--- config.mk ---
export PLATFORM = sky130hd
export DESIGN_NAME = pixel_write_responder
export DESIGN_NICKNAME = d
export VERILOG_FILES = /design/src/rtl/pixel_if_pkg.sv /design/src/rtl/pixel_write_responder_sat_counter.sv /design/src/rtl/pixel_write_responder.sv
export SDC_FILE = /design/constraint.sdc
export NUM_CORES = 1
export LEC_CHECK = 0
export CORE_MARGIN = 4
export CORE_UTILIZATION = 40
export CTS_CLUSTER_DIAMETER = 30
export DETAILED_ROUTE_END_ITERATION = 6
export PLACE_DENSITY = 0.76
export REMOVE_ABC_BUFFERS = 1
export SLEW_MARGIN = 20
export SYNTH_ARGS = -nofsm -noshare
export SYNTH_HDL_FRONTEND = slang
export SYNTH_HIERARCHICAL = 1
export SYNTH_SLANG_ARGS = --single-unit
--- constraint.sdc ---
create_clock -name iclk -period 3.05 [get_ports iclk]
set_input_delay 0.61 -clock iclk [delete_from_list [all_inputs] [get_ports iclk]]
set_output_delay 0.61 -clock iclk [all_outputs]
set_load 0.03 [all_outputs]
--- src/rtl/pixel_if_pkg.sv ---
// Shared definitions for the pixel-write handshake: screen limits, address
// field layout, colour type and the responder state encoding.
package pixel_if_pkg;

    localparam int X_W          = 10;
    localparam int Y_W          = 9;
    localparam int ADDR_W       = X_W + Y_W;
    localparam int COL_W        = 16;
    localparam int H_ACTIVE_DEF = 640;
    localparam int V_ACTIVE_DEF = 480;

    typedef struct packed {
        logic [4:0] r;
        logic [5:0] g;
        logic [4:0] b;
    } rgb565_t;

    typedef struct packed {
        logic [X_W-1:0] x;
        logic [Y_W-1:0] y;
    } pix_addr_t;

    typedef enum logic [1:0] {
        ST_IDLE  = 2'd0,
        ST_WAIT  = 2'd1,
        ST_WRITE = 2'd2,
        ST_ACK   = 2'd3
    } state_t;

    // A pixel is off-screen when either coordinate reaches the visible limit.
    function automatic logic is_clipped(input pix_addr_t a, input int h, input int v);
        return (int'(a.x) >= h) || (int'(a.y) >= v);
    endfunction

endpackage

--- src/rtl/pixel_write_responder_sat_counter.sv ---
// Saturating event counter: sticks at all-ones instead of wrapping.
module sat_counter #(
    parameter int W = 16
) (
    input  logic         clk,
    input  logic         rst_n,
    input  logic         inc,
    output logic [W-1:0] count
);

    // Count one per inc pulse, holding at the maximum value
    always_ff @(posedge clk or negedge rst_n) begin
        if (!rst_n)
            count <= '0;
        else if (inc && (count != '1))
            count <= count + 1'b1;
    end

endmodule

--- src/rtl/pixel_write_responder.sv ---
// Responder side of the drawer pixel-write handshake. Captures one request,
// clips off-screen pixels, waits for blanking and then runs a single SRAM
// write cycle before acknowledging. Every output is a register fed from the
// current state, so strobes trail the state by one clock.
module pixel_write_responder
    import pixel_if_pkg::*;
#(
    parameter int H_ACTIVE  = H_ACTIVE_DEF,
    parameter int V_ACTIVE  = V_ACTIVE_DEF,
    parameter int WR_CYCLES = 2,
    parameter int CNT_W     = 16
) (
    input  logic              iclk,
    input  logic              ireset_n,
    input  logic              ipixelflag,
    input  logic [ADDR_W-1:0] iaddr,
    input  logic [COL_W-1:0]  idata,
    input  logic              iHS,
    input  logic              iVS,
    output logic              opixeldone,
    output logic [ADDR_W-1:0] oSRAM_ADDR,
    output logic [COL_W-1:0]  oSRAM_DQ,
    output logic              oSRAM_DQ_OE,
    output logic              oSRAM_WE_N,
    output logic              oSRAM_CE_N,
    output logic              obusy,
    output logic [CNT_W-1:0]  owrite_count,
    output logic [CNT_W-1:0]  oclip_count
);

    // Wide enough for WR_CYCLES up to 15 plus the data-hold clock.
    localparam int WC_W = 4;

    state_t          state, state_nxt;
    logic [WC_W-1:0] wcnt;
    pix_addr_t       hold_addr;
    rgb565_t         hold_data;
    logic            win, clip, wr_done;
    logic            inc_write, inc_clip;
    logic            done_d, we_n_d, ce_n_d, oe_d, busy_d;

    // Blanking is taken straight from the timing generator's clock domain.
    assign win     = ~iHS | ~iVS;
    assign clip    = is_clipped(pix_addr_t'(iaddr), H_ACTIVE, V_ACTIVE);
    // Last WRITE clock: WR_CYCLES strobe clocks done, data-hold clock in progress.
    assign wr_done = (wcnt == WC_W'(WR_CYCLES));

    assign oSRAM_ADDR = hold_addr;
    assign oSRAM_DQ   = hold_data;

    // State register
    always_ff @(posedge iclk or negedge ireset_n) begin
        if (!ireset_n) state <= ST_IDLE;
        else           state <= state_nxt;
    end

    // Clocks spent in WRITE; cleared everywhere else so each write restarts at 0
    always_ff @(posedge iclk or negedge ireset_n) begin
        if (!ireset_n)              wcnt <= '0;
        else if (state == ST_WRITE) wcnt <= wcnt + 1'b1;
        else                        wcnt <= '0;
    end

    // Request capture; later changes on iaddr/idata are ignored until the next IDLE
    always_ff @(posedge iclk or negedge ireset_n) begin
        if (!ireset_n) begin
            hold_addr <= '0;
            hold_data <= '0;
        end else if (state == ST_IDLE && ipixelflag) begin
            hold_addr <= pix_addr_t'(iaddr);
            hold_data <= rgb565_t'(idata);
        end
    end

    // Next-state logic
    always_comb begin
        state_nxt = state;
        case (state)
            ST_IDLE:  if (ipixelflag) state_nxt = clip ? ST_ACK : (win ? ST_WRITE : ST_WAIT);
            ST_WAIT:  if (win)         state_nxt = ST_WRITE;
            ST_WRITE: if (wr_done)     state_nxt = ST_ACK;
            ST_ACK:   if (!ipixelflag) state_nxt = ST_IDLE;
            default:                   state_nxt = ST_IDLE;
        endcase
    end

    // Output decode from the current state, plus counter increment pulses
    always_comb begin
        done_d    = (state == ST_ACK);
        busy_d    = (state == ST_WRITE);
        ce_n_d    = (state != ST_WRITE);
        oe_d      = (state == ST_WRITE);
        we_n_d    = !((state == ST_WRITE) && (wcnt < WC_W'(WR_CYCLES)));
        inc_clip  = (state == ST_IDLE) && ipixelflag && clip;
        inc_write = (state == ST_WRITE) && wr_done;
    end

    // Output registers; reset forces the SRAM strobes inactive immediately
    always_ff @(posedge iclk or negedge ireset_n) begin
        if (!ireset_n) begin
            opixeldone  <= 1'b0;
            oSRAM_WE_N  <= 1'b1;
            oSRAM_CE_N  <= 1'b1;
            oSRAM_DQ_OE <= 1'b0;
            obusy       <= 1'b0;
        end else begin
            opixeldone  <= done_d;
            oSRAM_WE_N  <= we_n_d;
            oSRAM_CE_N  <= ce_n_d;
            oSRAM_DQ_OE <= oe_d;
            obusy       <= busy_d;
        end
    end

    sat_counter #(.W(CNT_W)) u_write_cnt (
        .clk   (iclk),
        .rst_n (ireset_n),
        .inc   (inc_write),
        .count (owrite_count)
    );

    sat_counter #(.W(CNT_W)) u_clip_cnt (
        .clk   (iclk),
        .rst_n (ireset_n),
        .inc   (inc_clip),
        .count (oclip_count)
    );

endmodule

Yosys cells after proc, flatten, opt, wreduce, memory -nomap -nowiden
Cells that the tools add are included.

Flip-flop bits (word level): 77. Input bits: 40. Output and inout bits: 72. Logic and storage cells: 51.

Add/subtract/negate cells: 3. $lt $le $gt $ge: 3. Eq/ne operators: 11. Mux-type cells: 8. Bitwise logic cells: 3. Reductions and logical operators: 10.

Operators with widths (number): adder 16 x 1 -> 16 bit, second input constant (2); != test 16 bit, second input constant (2); two-way mux 2 bit (6); greater-or-equal comparator 10 bit, second input constant (1); != test 2 bit, second input constant (5); greater-or-equal comparator 9 bit, second input constant (1); case mux 2 bit (4 select lines) (1); logical AND 1 bit (6); adder 4 x 1 -> 4 bit, second input constant (1); == test 2 bit, second input constant (2); == test 4 x 2 -> 1 bit, second input constant (1); less-than comparator 4 x 2 -> 1 bit, second input constant (1); two-way mux 4 bit (1); AND reduction 4 bit (1); == test 2 x 1 -> 1 bit, second input constant (1); logical NOT 2 bit (1); inverter 1 bit (2); logical NOT 1 bit (1); logical OR 1 bit (1); OR 1 bit (1).

Longest topological paths before layout
Gate-level depths: netlist of run 1.

Word-level depth: 6. Gate-level depth with buffers: 9. Gate-level depth less buffers: 8.

By module
Netlist of run 1, hierarchy kept.

By module, submodules not included: pixel_write_responder (instances 1, cells an instance 120, area an instance 1933.1 µm², seq. area each 1128.6 µm²); sat_counter (instances 2, cells an instance 72, area an instance 859.6 µm², seq. area each 400.4 µm²).

Least setup slack after synthesis of run 1
Ideal clock, no wire load.

Path type: register to register. Start point: reg state[0]. End point: reg u_clip_cnt.count[5]. Setup time: 0.119 ns. Arrival: 2.064 ns. Required time: 2.931 ns. Path slack: 0.867 ns. Cell stages (with the launch flop): 10. Buffers on the path: 1. Period minus slack after synthesis: 2.183 ns. Path through: dfrtp_1 inv_1 ha_1 nand2_4 buf_6 a21oi_1 and3_1 and4_2 o211ai_1 o21a_1.

Longest elaborated chain between the ends: 4.

RTL lines: from (decl) (line pixel_write_responder.sv:34) `state_t state, state_nxt;`; from (signal assigned) (line pixel_write_responder.sv:54) `else state <= state_nxt;`; logical NOT 2 bit (line pixel_write_responder.sv:94) `inc_clip = (state == ST_IDLE) && ipixelflag && clip;`; logical AND 1 bit (2 in a row) (line pixel_write_responder.sv:94); via inc_clip (line pixel_write_responder.sv:39) `logic inc_write, inc_clip;`; logical AND 1 bit (line pixel_write_responder_sat_counter.sv:15) `else if (inc && (count != '1))`; to (signal assigned) (line pixel_write_responder_sat_counter.sv:16) `count <= count + 1'b1;`; to (decl) (line pixel_write_responder_sat_counter.sv:8) `output logic [W-1:0] count`.

The timed path passes the listed nets, and every way through them passes these cells. A chain may end at the register's enable or synchronous reset.

Final worst setup path of run 1
Start point: in iaddr[17]. End point: reg u_clip_cnt.count[7].

Longest elaborated chain between the ends: 4.

RTL lines: from (decl) (line pixel_write_responder.sv:16) `input logic [ADDR_W-1:0] iaddr,`; greater-or-equal comparator 10 bit (line pixel_if_pkg.sv:32) `return (int'(a.x) >= h) || (int'(a.y) >= v);`; logical OR 1 bit (line pixel_if_pkg.sv:32); logical AND 1 bit (line pixel_write_responder.sv:94); via inc_clip (line pixel_write_responder.sv:39); logical AND 1 bit (line pixel_write_responder_sat_counter.sv:15).

The timed path passes the listed nets, and every way through them passes these cells.

==> impl_metrics.env, run 1 <==
export IMPL_outcome="finished clean"
export IMPL_yosysTopAreaCellShare_pct=51.4
export IMPL_overflow=0
export IMPL_slew_headroom_pct=35.3
export IMPL_rsz0062_at_grt="no"
export IMPL_register_area_sq_mm=0.00193
export IMPL_grt_use_met2_pct=27.3
export IMPL_n_fill_cell=738
export IMPL_power_density_mw_per_mm2=887
export IMPL_htree_levels=3
export IMPL_clk_pin_slew_worst_paths_ns=0.07
export IMPL_netlist_top_cells_count="dfrtp_1 (75), mux2_4 (29), nand4_1 (17), nand3_1 (12)"
export IMPL_cts_tree="built"
export IMPL_clkLatencyLatePin_ns=0.34
export IMPL_grt_pass1_vias=2751
export IMPL_synth_top_cells_by_area="dfrtp_1 (51%), mux2_4 (12%), nand4_1 (2.9%), ha_1 (2.7%), xnor2_1 (2.6%)"
export IMPL_grt_pass1_wl_microns=14500
export IMPL_final_hold_viol_count=0
export IMPL_drt_pass1_iterations=4
export IMPL_cp_required_ns=3.30
export IMPL_clk_path_buf_depth=2
export IMPL_cts_setup_buffers=0
export IMPL_antenna_found_initial=0
export IMPL_ys_warn_count=6
export IMPL_track_usage_pct=16.5
export IMPL_grt_met3_usage_pct=3.86
export IMPL_coreArea_sq_mm=0.00881
export IMPL_syn_area_per_cell_sq_um=13.8
export IMPL_cp_max_fo=5
export IMPL_syn_inst=264
export IMPL_synth_most_common_cell="dfrtp_1"
export IMPL_fmax_mhz=416
export IMPL_drive_gt1_share_pct=19.6
export IMPL_ys_flop_type="dfrtp_1"
export IMPL_crit_type="input port to register"
export IMPL_finalSetupViolCount=0
export IMPL_timing_final_crit_share_pct=78.8
export IMPL_gr_usage_met1_pct=21.6
export IMPL_post_route_min_period_ns=2.40
export IMPL_dp_hpwl_microns=6290
export IMPL_cp_arrival_ns=2.66
export IMPL_finalWirelength_microns=8650
export IMPL_viasPerCell=5.38
export IMPL_num_vias=2665
export IMPL_cp_start_kind="input port"
export IMPL_io_pins=112
export IMPL_ys_types=39
export IMPL_antenna_cells=0
export IMPL_fin_nets=431
export IMPL_ctsResizeCount=0
export IMPL_io_buffers=111
export IMPL_slew_viol_final=0
export IMPL_grt_max_degree=78
export IMPL_root_buffer="clkbuf_8"
export IMPL_synth_seq_cells=77
export IMPL_place_congestion=0.823
export IMPL_skew_ns=0.0113
export IMPL_ctsHoldBuffers=0
export IMPL_synth_area_sq_mm=0.00365
export IMPL_dr_first_iter_drc_count=92
export IMPL_hold_path_class="input port to async pin"
export IMPL_numCtsBuffers=9
export IMPL_dieHeight_microns=104
export IMPL_cap_violations=0
export IMPL_synth_edf_count=0
export IMPL_power_w=0.00449
export IMPL_clock_sinks=77
export IMPL_placementRows=34
export IMPL_ys_async_sr_fraction_pct=100
export IMPL_wire_per_inst_microns=17.5
export IMPL_start_util_pct=41.5
export IMPL_die_area_sq_mm=0.0107
export IMPL_max_vdd_ir_drop_mv=0.332
export IMPL_end_kind="register"
export IMPL_fp_dieW_microns=104
export IMPL_setup_tns_ns=0
export IMPL_p_leak_nw=2.27
export IMPL_seq_area_frac_synth_pct=52.8
export IMPL_worst_pin_slew_ns=0.970
export IMPL_drc=0
export IMPL_top_usage_layer="met2"
export IMPL_multi_input_area_sq_mm=0.00167
export IMPL_antenna_left=0
export IMPL_post_synth_top_area_cell="dfrtp_1"
export IMPL_areaGrowthSynthToFinish_pct=38.6
==> state kept, by name, summed over array words and instances (netlist names) <==
name / cells
oSRAM_DQ: 16
oSRAM_WE_N: 1
obusy: 1
state: 2
opixeldone: 1
u_write_cnt/count: 16
oSRAM_CE_N: 1
wcnt: 4
oSRAM_ADDR: 19
u_clip_cnt/count: 16
==> layer usage <==
metal,routed length [microns],part of all wire [%],vias to the layer above
met5,0,0,-
met4,73,0.84,0
met3,425,4.9,7
met2,4350,50,84
met1,3800,44,1350
li1,-,-,1224
==> kinds of logic (layout without fill, tap and decap cells) <==
kind of cell / after synthesis / count (layout) / share of synthesized area [%]
and+or+nand+nor: 80 / 80 / 16.6
buffers and inverters: 8 / 131 / 1.54
DFF: 77 / 77 / 52.8
adders and majority gates: 8 / 8 / 2.74
AOI/OAI and AO/OA: 35 / 35 / 7.23
muxes: 40 / 40 / 15.2
xor gates and xnor gates: 16 / 16 / 3.84
==> cell usage in the layout (no fill, tap or decap), drive strengths merged <==
cell / synthesis / layout
nor4: 4 / 4
a31oi: 7 / 7
o21ai: 3 / 3
o211ai: 2 / 2
dfrtp: 75 / 75
clkdlybuf4s50: 0 / 110
clkbuf: 0 / 11
nand3: 14 / 14
inv: 4 / 4
nand2: 10 / 10
clkinv: 0 / 2
nor2: 13 / 13
nand3b: 1 / 1
buf: 4 / 2
and3: 6 / 6
a41o: 1 / 1
nor3: 2 / 2
xor2: 5 / 5
clkinvlp: 0 / 1
a21oi: 7 / 7
o211a: 1 / 1
o31ai: 2 / 2
bufinv: 0 / 1
nand4: 21 / 21
dfstp: 2 / 2
ha: 8 / 8
o21a: 10 / 10
nor3b: 1 / 1
mux2: 38 / 38
and4b: 2 / 2
and4: 6 / 6
a32oi: 2 / 2
xnor2: 11 / 11
mux2i: 2 / 2
==> worst paths after layout <==
path	from	endpoint	slack (ns)	cells after the start
max	iaddr[17]	u_clip_cnt/count[7]$_DFFE_PN0P_	0.65	7
min	ireset_n	wcnt[2]$_DFF_PN0_	0.44	1
max reg2reg	state[0]$_DFFE_PN0P_	u_clip_cnt/count[7]$_DFFE_PN0P_	0.81	8
min reg2reg	wcnt[0]$_DFF_PN0_	wcnt[0]$_DFF_PN0_	0.48	1
max in group asynchronous	ireset_n	oSRAM_ADDR[6]$_DFFE_PN0P_	2.00	1
min in group iclk	wcnt[0]$_DFF_PN0_	wcnt[0]$_DFF_PN0_	0.48	1
==> critical path: stages <==
cell             delay (ns)
clkdlybuf4s50_1        0.48
o21ai_0                0.20
a21oi_1                0.49
and3_1                 0.33
and4_2                 0.28
a31oi_1                0.10
a31oi_1                0.17
==> report_power, final <==
group | switching [W] | internal [W] | total, W
logic | 0.00109 | 0.00104 | 0.00213
clock network | 0.000355 | 0.000416 | 0.000771
registers | 0.000226 | 0.00136 | 0.00158
==> layout make-up <==
type,count,area share (%)
tap,108,2.67
multi-input combinational,179,32.9
inverter,4,0.297
clock inverter,4,0.939
clock buffer,11,2.99
timing repair buffer,112,22.1
sequential,77,38.1
==> metrics by stage <==
stage               instances  hold slack, ns  utilization [%]  setup WS (ns)  area, sq um
global placement          480           0.465             55.2          0.362         4860
detailed placement        480           0.470             55.2          0.285         4860
finish                    495           0.439             57.5          0.645         5060
global route              495           0.510             57.5          0.493         5060
floorplan                 260           0.314                -          0.719         3610
CTS                       495           0.456             57.5          0.639         5060
(Power assumes the default switching activity.)
==> inputs of run 2 (changes only) <==
PLACE_DENSITY = 0.79   (was 0.76)
clock period = 2.1 ns   (was 3.05 ns; I/O delays follow)
==> impl_metrics.env, run 2 (same netlist as run 1, synthesis figures left out) <==
export IMPL_cap_violations=0
export IMPL_max_vdd_ir_drop_mv=0.570
export IMPL_post_route_min_period_ns=2.01
export IMPL_p_leak_nw=2.34
export IMPL_die_area_sq_mm=0.0107
export IMPL_slowest_delay_ns=0.74
export IMPL_numCtsBuffers=9
export IMPL_outcome="finished clean"
export IMPL_postLayoutCellArea_sq_mm=0.00519
export IMPL_crit_buf_inv=1
export IMPL_skew_ns=0.0105
export IMPL_finalSetupViolCount=0
export IMPL_n_fill_cell=701
export IMPL_drive_gt1_share_pct=22.7
export IMPL_ctsHoldBuffers=0
export IMPL_num_vias=2695
export IMPL_place_area_sq_mm=0.00498
export IMPL_fp_dieW_microns=104
export IMPL_clkLatencyLatePin_ns=0.35
export IMPL_place_congestion=0.861
export IMPL_start_util_pct=41.5
export IMPL_slew_viol_final=0
export IMPL_htree_levels=3
export IMPL_grt_max_degree=47
export IMPL_cpLargestDelayFamily="buffers and inverters"
export IMPL_dieHeight_microns=104
export IMPL_clock_sinks=77
export IMPL_drt_pass1_iterations=4
export IMPL_r2r_start="state[0]$_DFFE_PN0P_"
export IMPL_drc=0
export IMPL_cp_start_kind="register"
export IMPL_cts_tree="built"
export IMPL_areaGrowthSynthToFinish_pct=42.0
export IMPL_cp_required_ns=1.68
export IMPL_finalWirelength_microns=8530
export IMPL_slew_headroom_pct=71.0
export IMPL_r2r_end="u_clip_cnt/count[15]$_DFFE_PN0P_"
export IMPL_timing_final_crit_share_pct=95.6
export IMPL_cp_max_fo=6
export IMPL_root_buffer="clkbuf_8"
export IMPL_cp_slowest_cell="clkdlybuf4s50_1"
export IMPL_clk_path_buf_depth=2
export IMPL_rsz0062_at_grt="no"
export IMPL_path_cells="clkdlybuf4s50_1"
export IMPL_hold_path_class="input port to async pin"
export IMPL_antenna_left=0
export IMPL_coreArea_sq_mm=0.00881
export IMPL_end_kind="primary output"
export IMPL_dp_hpwl_microns=6310
export IMPL_viasPerCell=5.29
export IMPL_track_usage_pct=16.5
export IMPL_power_density_mw_per_mm2=1260
export IMPL_dr_first_iter_drc_count=62
export IMPL_largest_reg_flops=19
export IMPL_grt_pass1_wl_microns=14500
export IMPL_antenna_cells=0
export IMPL_fin_nets=444
export IMPL_fmax_mhz=498
export IMPL_crit_type="register to primary output"
export IMPL_placementRows=34
export IMPL_setup_tns_ns=0
export IMPL_worst_pin_slew_ns=0.436
export IMPL_clk_pin_slew_worst_paths_ns=0.08
export IMPL_io_buffers=111
export IMPL_antenna_found_initial=0
export IMPL_r2r_cells=9
export IMPL_wire_per_inst_microns=16.8
export IMPL_final_cell_mix="clkdlybuf4s50_1 (110), dfrtp_1 (75), mux2_4 (29), nand4_1 (17), buf_4 (13)"
export IMPL_grt_pass1_vias=2911
export IMPL_overflow=0
export IMPL_io_pins=112
export IMPL_cp_depth=1
export IMPL_layout_commonest_cell="clkdlybuf4s50_1"
export IMPL_final_hold_viol_count=0
export IMPL_cp_arrival_ns=1.59
export IMPL_r2r_setup_slack_ns=0.16
run 2: how the worst max path moves through the flow:
| stage | start | to | slack, ns |
|---|---|---|---|
| 4_1_cts | u_clip_cnt/count[2]$_DFFE_PN0P_ | oclip_count[2] | 0.06 |
| 2_1_floorplan | state[0]$_DFFE_PN0P_ | u_clip_cnt/count[5]$_DFFE_PN0P_ | -0.23 |
| 5_1_grt | u_clip_cnt/count[2]$_DFFE_PN0P_ | oclip_count[2] | 0.008 |
| 3_3_place_gp | iaddr[17] | u_clip_cnt/count[7]$_DFFE_PN0P_ | -0.12 |
| 6_report | u_clip_cnt/count[2]$_DFFE_PN0P_ | oclip_count[2] | 0.09 |
| 3_5_place_dp | iaddr[17] | u_clip_cnt/count[7]$_DFFE_PN0P_ | -0.17 |
run 2: metrics by stage:
stage                     setup slack [ns]  hold slack (ns)  utilization, %  power, W  std cells
final                               0.0926          0.00850            58.9   0.00655        509
after global routing               0.00802           0.0293            58.9   0.00689        509
after CTS                           0.0644          0.00440            58.9   0.00663        509
after detailed placement            -0.171            0.399            56.6   0.00548        493
after global placement              -0.123            0.397            56.6   0.00542        493
after floorplan                     -0.231            0.124               -   0.00417        260
run 2: what timing repair did:
item	4_1_cts	5_1_grt
setup buffers	0	0
gates resized for setup	0	1
setup endpoints to repair	0	3
run 2: per-layer routing:
layer / wire [microns] / up-vias / global-route usage (%)
met1: 3650 / 1343 / 19.9
met5: 0 / - / 0
met3: 392 / 13 / 4.04
li1: - / 1253 / -
met2: 4330 / 86 / 28.2
met4: 151 / 0 / 6.84
run 2: cell type report:
| cell class | instances | area [sq um] | area share [%] |
|---|---|---|---|
| Tap cell | 108 | 135 | 2.60 |
| Sequential cell | 77 | 1930 | 37.2 |
| Clock buffer | 10 | 138 | 2.65 |
| Clock inverter | 6 | 62.6 | 1.21 |
| Inverter | 4 | 15.0 | 0.289 |
| Timing Repair Buffer | 125 | 1240 | 23.9 |
| Multi-Input combinational cell | 179 | 1670 | 32.2 |
run 2: report_power, final:
group / leakage, nW / internal (W) / switching (W)
combinational: 1.27 / 0.00156 / 0.00158
sequential: 0.978 / 0.00197 / 0.000322
clock: 0.0943 / 0.000577 / 0.000549
